--- src/rtl/sar_divider_qr.sv ---
// Restoring successive-approximation divider: fixed-point quotient (FRAC_BITS fraction bits) and remainder.
// Define SAR_DIVIDER_SIGNED_EN for two's-complement operands; the default build is unsigned.
module sar_divider_qr #(
    parameter int WIDTH     = 40,
    parameter int FRAC_BITS = 0
) (
    input  logic                       clk,
    input  logic                       reset,
    input  logic                       in_valid,
    output logic                       in_ready,
    input  logic [WIDTH-1:0]           dividend,
    input  logic [WIDTH-1:0]           divisor,
    output logic                       out_valid,
    input  logic                       out_ready,
    output logic [WIDTH+FRAC_BITS-1:0] quotient,
    output logic [WIDTH-1:0]           remainder,
    output logic                       div_by_zero,
    output logic                       overflow
);
    localparam int QW = WIDTH + FRAC_BITS;
    localparam int CW = (QW > 1) ? $clog2(QW) : 1;

    typedef enum logic [1:0] {S_IDLE = 2'd0, S_CALC = 2'd1, S_DONE = 2'd2} state_t;

    state_t           state_r;
    state_t           state_s;
    // Dividend bits leave at the top while quotient bits enter at the bottom.
    logic [QW-1:0]    dq_r;
    logic [WIDTH-1:0] dvs_r;
    logic [WIDTH-1:0] rem_r;
    logic [CW-1:0]    cnt_r;
    logic             zero_r;
    logic             zero_in_s;
    logic             accept_s;
    logic             last_s;
    logic [WIDTH-1:0] dvd_mag_s;
    logic [WIDTH-1:0] dvs_mag_s;
    logic [WIDTH:0]   pr_s;
    logic             ge_s;
    logic [WIDTH-1:0] rem_nxt_s;
    logic [QW-1:0]    dq_nxt_s;
    logic [QW-1:0]    res_q_s;
    logic [WIDTH-1:0] res_r_s;
    logic             res_dz_s;

`ifdef SAR_DIVIDER_SIGNED_EN
    logic             neg_q_r;
    logic             neg_d_r;
    logic             ovf_r;
    logic             ovf_in_s;
    logic             res_ovf_s;

    function automatic logic [WIDTH-1:0] neg_w(input logic [WIDTH-1:0] v);
        return ~v + {{(WIDTH-1){1'b0}}, 1'b1};
    endfunction

    function automatic logic [QW-1:0] neg_qw(input logic [QW-1:0] v);
        return ~v + {{(QW-1){1'b0}}, 1'b1};
    endfunction

    // Operand magnitudes and the single overflowing operand pair
    always_comb begin
        dvd_mag_s = dividend[WIDTH-1] ? neg_w(dividend) : dividend;
        dvs_mag_s = divisor[WIDTH-1] ? neg_w(divisor) : divisor;
        ovf_in_s  = (dividend == {1'b1, {(WIDTH-1){1'b0}}}) && (divisor == {WIDTH{1'b1}});
    end
`else
    // Unsigned operands are already magnitudes
    always_comb begin
        dvd_mag_s = dividend;
        dvs_mag_s = divisor;
    end
`endif

    // One restoring step plus handshake decodes
    always_comb begin
        zero_in_s = (divisor == {WIDTH{1'b0}});
        accept_s  = (state_r == S_IDLE) && in_valid;
        last_s    = (state_r == S_CALC) && (cnt_r == {CW{1'b0}});
        pr_s      = {rem_r, dq_r[QW-1]};
        ge_s      = (pr_s >= {1'b0, dvs_r});
        rem_nxt_s = ge_s ? (pr_s[WIDTH-1:0] - dvs_r) : pr_s[WIDTH-1:0];
        dq_nxt_s  = {dq_r[QW-2:0], ge_s};
    end

    // State register and datapath; a zero divisor spends one CALC cycle so the result lands after T0+1
    always_ff @(posedge clk) begin
        if (reset) begin
            state_r <= S_IDLE;
            dq_r    <= {QW{1'b0}};
            dvs_r   <= {WIDTH{1'b0}};
            rem_r   <= {WIDTH{1'b0}};
            cnt_r   <= {CW{1'b0}};
            zero_r  <= 1'b0;
`ifdef SAR_DIVIDER_SIGNED_EN
            neg_q_r <= 1'b0;
            neg_d_r <= 1'b0;
            ovf_r   <= 1'b0;
`endif
        end else begin
            state_r <= state_s;
            case (state_r)
                S_IDLE: begin
                    if (in_valid) begin
                        dq_r    <= QW'(dvd_mag_s) << FRAC_BITS;
                        dvs_r   <= dvs_mag_s;
                        rem_r   <= zero_in_s ? dividend : {WIDTH{1'b0}};
                        cnt_r   <= zero_in_s ? {CW{1'b0}} : CW'(QW - 1);
                        zero_r  <= zero_in_s;
`ifdef SAR_DIVIDER_SIGNED_EN
                        neg_q_r <= dividend[WIDTH-1] ^ divisor[WIDTH-1];
                        neg_d_r <= dividend[WIDTH-1];
                        ovf_r   <= ovf_in_s;
`endif
                    end
                end
                S_CALC: begin
                    dq_r  <= dq_nxt_s;
                    rem_r <= rem_nxt_s;
                    cnt_r <= cnt_r - 1'b1;
                end
                default: begin
                    cnt_r <= cnt_r;
                end
            endcase
        end
    end

    // Next-state decode
    always_comb begin
        state_s = state_r;
        case (state_r)
            S_IDLE: begin
                if (in_valid) state_s = S_CALC;
                else          state_s = S_IDLE;
            end
            S_CALC: begin
                if (cnt_r == {CW{1'b0}}) state_s = S_DONE;
                else                     state_s = S_CALC;
            end
            S_DONE: begin
                if (out_ready) state_s = S_IDLE;
                else           state_s = S_DONE;
            end
            default: state_s = S_IDLE;
        endcase
    end

    // Final result formation, sampled on the last CALC cycle
    always_comb begin
        res_q_s  = dq_nxt_s;
        res_r_s  = rem_nxt_s;
        res_dz_s = 1'b0;
`ifdef SAR_DIVIDER_SIGNED_EN
        res_ovf_s = 1'b0;
        if (zero_r) begin
            res_q_s  = neg_d_r ? {1'b1, {(QW-1){1'b0}}} : {1'b0, {(QW-1){1'b1}}};
            res_r_s  = rem_r;
            res_dz_s = 1'b1;
        end else if (ovf_r) begin
            res_q_s   = {1'b0, {(QW-1){1'b1}}};
            res_r_s   = {WIDTH{1'b0}};
            res_ovf_s = 1'b1;
        end else begin
            res_q_s = neg_q_r ? neg_qw(dq_nxt_s) : dq_nxt_s;
            res_r_s = neg_d_r ? neg_w(rem_nxt_s) : rem_nxt_s;
        end
`else
        if (zero_r) begin
            res_q_s  = {QW{1'b1}};
            res_r_s  = rem_r;
            res_dz_s = 1'b1;
        end else begin
            res_q_s = dq_nxt_s;
            res_r_s = rem_nxt_s;
        end
`endif
    end

    // Registered outputs: held through DONE, flags cleared on the next accept
    always_ff @(posedge clk) begin
        if (reset) begin
            in_ready    <= 1'b1;
            out_valid   <= 1'b0;
            quotient    <= {QW{1'b0}};
            remainder   <= {WIDTH{1'b0}};
            div_by_zero <= 1'b0;
`ifdef SAR_DIVIDER_SIGNED_EN
            overflow    <= 1'b0;
`endif
        end else begin
            in_ready  <= (state_s == S_IDLE);
            out_valid <= (state_s == S_DONE);
            if (last_s) begin
                quotient    <= res_q_s;
                remainder   <= res_r_s;
                div_by_zero <= res_dz_s;
`ifdef SAR_DIVIDER_SIGNED_EN
                overflow    <= res_ovf_s;
`endif
            end else if (accept_s) begin
                div_by_zero <= 1'b0;
`ifdef SAR_DIVIDER_SIGNED_EN
                overflow    <= 1'b0;
`endif
            end
        end
    end

`ifndef SAR_DIVIDER_SIGNED_EN
    assign overflow = 1'b0;
`endif

endmodule

--- config.mk ---
export PLATFORM = sky130hd
export DESIGN_NAME = sar_divider_qr
export DESIGN_NICKNAME = d
export VERILOG_FILES = /design/src/rtl/sar_divider_qr.sv
export SDC_FILE = /design/constraint.sdc
export NUM_CORES = 1
export LEC_CHECK = 0
export ABC_AREA = 1
export ABC_CLOCK_PERIOD_IN_PS = 4700
export BUFFER_PORTS_ARGS = -buffer_cell sky130_fd_sc_hd__buf_4
export CAP_MARGIN = 25
export CORE_ASPECT_RATIO = 1.4
export CORE_MARGIN = 5
export CORE_UTILIZATION = 25
export DETAILED_ROUTE_END_ITERATION = 12
export PLACE_DENSITY_LB_ADDON = 0.1
export SETUP_SLACK_MARGIN = 0.15
export SLEW_MARGIN = 0
export SYNTH_ARGS = -nofsm -noshare
export SYNTH_HDL_FRONTEND = slang
export SYNTH_SLANG_ARGS = --single-unit
--- constraint.sdc ---
create_clock -name clk -period 4.7 [get_ports clk]
set_input_delay 0 -clock clk [delete_from_list [all_inputs] [get_ports clk]]
set_output_delay 0 -clock clk [all_outputs]
set_load 0.05 [all_outputs]
==> flow_summary.toml <==
[status]
outcome = "finished, final reports clean"

[sta]
fmax_mhz = 319
tightest_slew_ns = 1.01
setup_tns_ns = 0
drv_slew = 0
worst_slack_ns = 1.56
min_period_ns = 3.14
layout_worst_path_cycle_share_pct = 66.7
fin_skew_ns = 0.0114
setup_violations = 0
rsz0062_at_grt = "false"
hold_viol_final = 0
relSlewSlack_pct = 33.0
fin_hold_ws_ns = 0.238

[layout]
area_delta_synth_final_pct = 30.3
fillerInstances = 5245
diodes = 0
drive_above_1_share_pct = 13.3
layout.nets = 2166

[die]
initial_core_util_pct = 25.3
dieArea_um2 = 52100
die_h_um = 268
coreArea_um2 = 47000
rows = 94
dieWidth_um = 194
io_pins = 168

[worst_setup_path]
startpoint = "dvs_r[39]"
worstReg2RegStart = "dvs_r[39]"
rr_worst_depth = 13
r2r-end = "rem_r[38]"
arrival_ns = 3.51
reg2reg_setup_slack_ns = 1.56
crit_type = "flip-flop to flip-flop"
critPathCapture = "rem_r[38]"
end_kind = "flip-flop"
critical_path_peak_fanout = 70
critPathRequiredTime_ns = 5.07
start_kind = "flip-flop"

[yosys]
avgSynthCellArea_um2 = 6.55
synth_edf_count = 0
synth_nets = 1943
yosysMostFrequentCell = "nand2_1"
yosysSeqAreaShare_pct = 35.7
yosys-top-cells-count = "535 x nand2_1, 280 x inv_1, 212 x dfxtp_1"
synth_top_area_share_pct = 35.7
synth_area_leaders = "dfxtp_1 36%, nand2_1 17%, inv_1 8.8%, a21oi_1 6.8%, o21ai_0 5.3%"
synth_top_area_cell = "dfxtp_1"
synth.distinct_cells = 41
ys_dominant_reg_cell = "dfxtp_1"
netlist_area_um2 = 11900
yosysWarnings = 0
ys_async_sr_fraction_pct = 0
postSynthCellCount = 1817
synth-seq-cells = 212

[placed_design]
place_ws_ns = 1.59
io_buffers = 166
hpwl_um = 36000
gp_congestion = 0.887

[route]
ant_nets = 0
via_per_inst = 4.62
drc = 0
dr_total_vias = 12400
drtIter0Drc = 792
avgRoutedWirePerCell_um = 18.3
dr.pass1.iters = 5
wirelength_um = 49100

[clock_tree]
clk_pin_slew_ns = 0.06
cts_resized = 0
cts_buffers = 24
clkLatencyLatePin_ns = 0.53
clk_path_buf_depth = 3
root_buffer = "clkbuf_16"
cts_tree = "built"
htreeDepth = 1
cts.sinks = 212

[power_and_ir_drop]
peakVddDrop_mv = 0.235
p_leak_nw = 6.80
pwr-share-comb_pct = 23.4
switchingPower_mw = 1.69
seqPwrFrac_pct = 38.1
pwr_density_cell_nw_per_um2 = 333
intPower_mw = 3.48
clkPwrFrac_pct = 38.4
switching_share_pct = 32.7

[grt]
grt_pass1_vias = 12400
grt_remaining_overflow = 0
antenna_found_initial = 0
grt_max_degree = 86
grt_pass1_wl_um = 74500
grtUsageTotal_pct = 18.2

[job]
max_cap_viol_count = 0

[worst_hold_path]
hold_path_class = "input pin to flip-flop"
min_path_cells = 5
metal layers:
layer,track usage (%),wire (µm)
met3,2.23,1850
met1,23.6,21900
met4,5.49,1440
met2,31.8,23900
met5,0,0
power groups by stage:
stage	Clock, mW	Combinational, mW	Sequential [mW]
finish	1.99	1.21	1.97
global route	2.12	1.34	1.98
detailed placement	0	1.13	2.01
global placement	0	1.14	2.01
floorplan	0	0.623	2.11
CTS	2.05	1.22	1.97
layout by cell type, fill, tap and decap left out, types with 6 or more instances in the layout:
master / Yosys / routed
o21ai_1: 8 / 8
clkbuf_8: 0 / 7
nand2_1: 535 / 535
inv_1: 280 / 280
xor2_1: 21 / 21
clkbuf_16: 0 / 25
a31oi_1: 38 / 38
o22ai_1: 44 / 44
o21ai_0: 125 / 125
ha_1: 41 / 41
buf_4: 7 / 176
nor3_1: 8 / 8
nor2_1: 117 / 117
a21oi_1: 162 / 162
nand3_1: 46 / 45
nand4_1: 6 / 6
nor2_2: 7 / 6
inv_2: 9 / 9
nand3b_1: 7 / 7
o221a_2: 28 / 28
dfxtp_1: 212 / 212
dlygate4sd3_1: 0 / 103
nor4_1: 10 / 10
through the flow:
step	util (%)	cell area, µm²	power [mW]	std cells
detailed placement	29.0	13600	3.14	2534
floorplan	-	11900	2.74	1817
global placement	29.0	13600	3.15	2534
finish	33.0	15500	5.17	2680
global route	33.0	15500	5.44	2680
CTS	32.9	15500	5.24	2679
state kept, by name, indices dropped and copies added (netlist names):
register,cells
dq_r,40
dvs_r,40
quotient,40
rem_r,40
remainder,40
cnt_r,6
state_r,2
div_by_zero,1
in_ready,1
out_valid,1
zero_r,1
critical path, cell delays in order (launching register included):
cell and delay, ns:
dfxtp_1 0.31, inv_1 0.15, ha_1 0.41, inv_1 0.07, nor3_1 0.27, nand2_1 0.15, a21oi_1 0.20, nor2_1 0.10
nand2_4 0.61, inv_2 0.33, nand2_1 0.14, nand2_1 0.08, nand2_1 0.07, a21oi_1 0.07
worst min path at each step:
stage,slack [ns],end,start
2_1_floorplan,0.17,dvs_r[0],divisor[0]
3_3_place_gp,0.29,dvs_r[6],divisor[6]
6_report,0.24,cnt_r[4],in_valid
3_5_place_dp,0.30,dvs_r[39],divisor[39]
5_1_grt,0.30,zero_r,in_valid
4_1_cts,0.23,dvs_r[0],in_valid
logic make-up after synthesis:
group	share of synthesized area (%)
other cells	0.0315
flops	35.7
fa+ha+maj	4.48
simple gates	25.4
xor+xnor	1.62
compound gates	20.5
buf+inv	12.2
repair_timing:
action | CTS | global route
setup buffers | 0 | 0
hold buffers | 103 | 0
hold endpoints to repair | 136 | 0
final cells by class:
class	instances	area, µm²	area share (%)
clock inverter	7	85.1	0.549
sequential	212	4240	27.4
timing repair buffer	280	2370	15.3
multi-input combinational	1233	6200	40.0
clock buffer	35	733	4.73
tap	624	781	5.04
inverter	289	1080	7.00
Note: power is estimated with default switching activity, not from simulation.
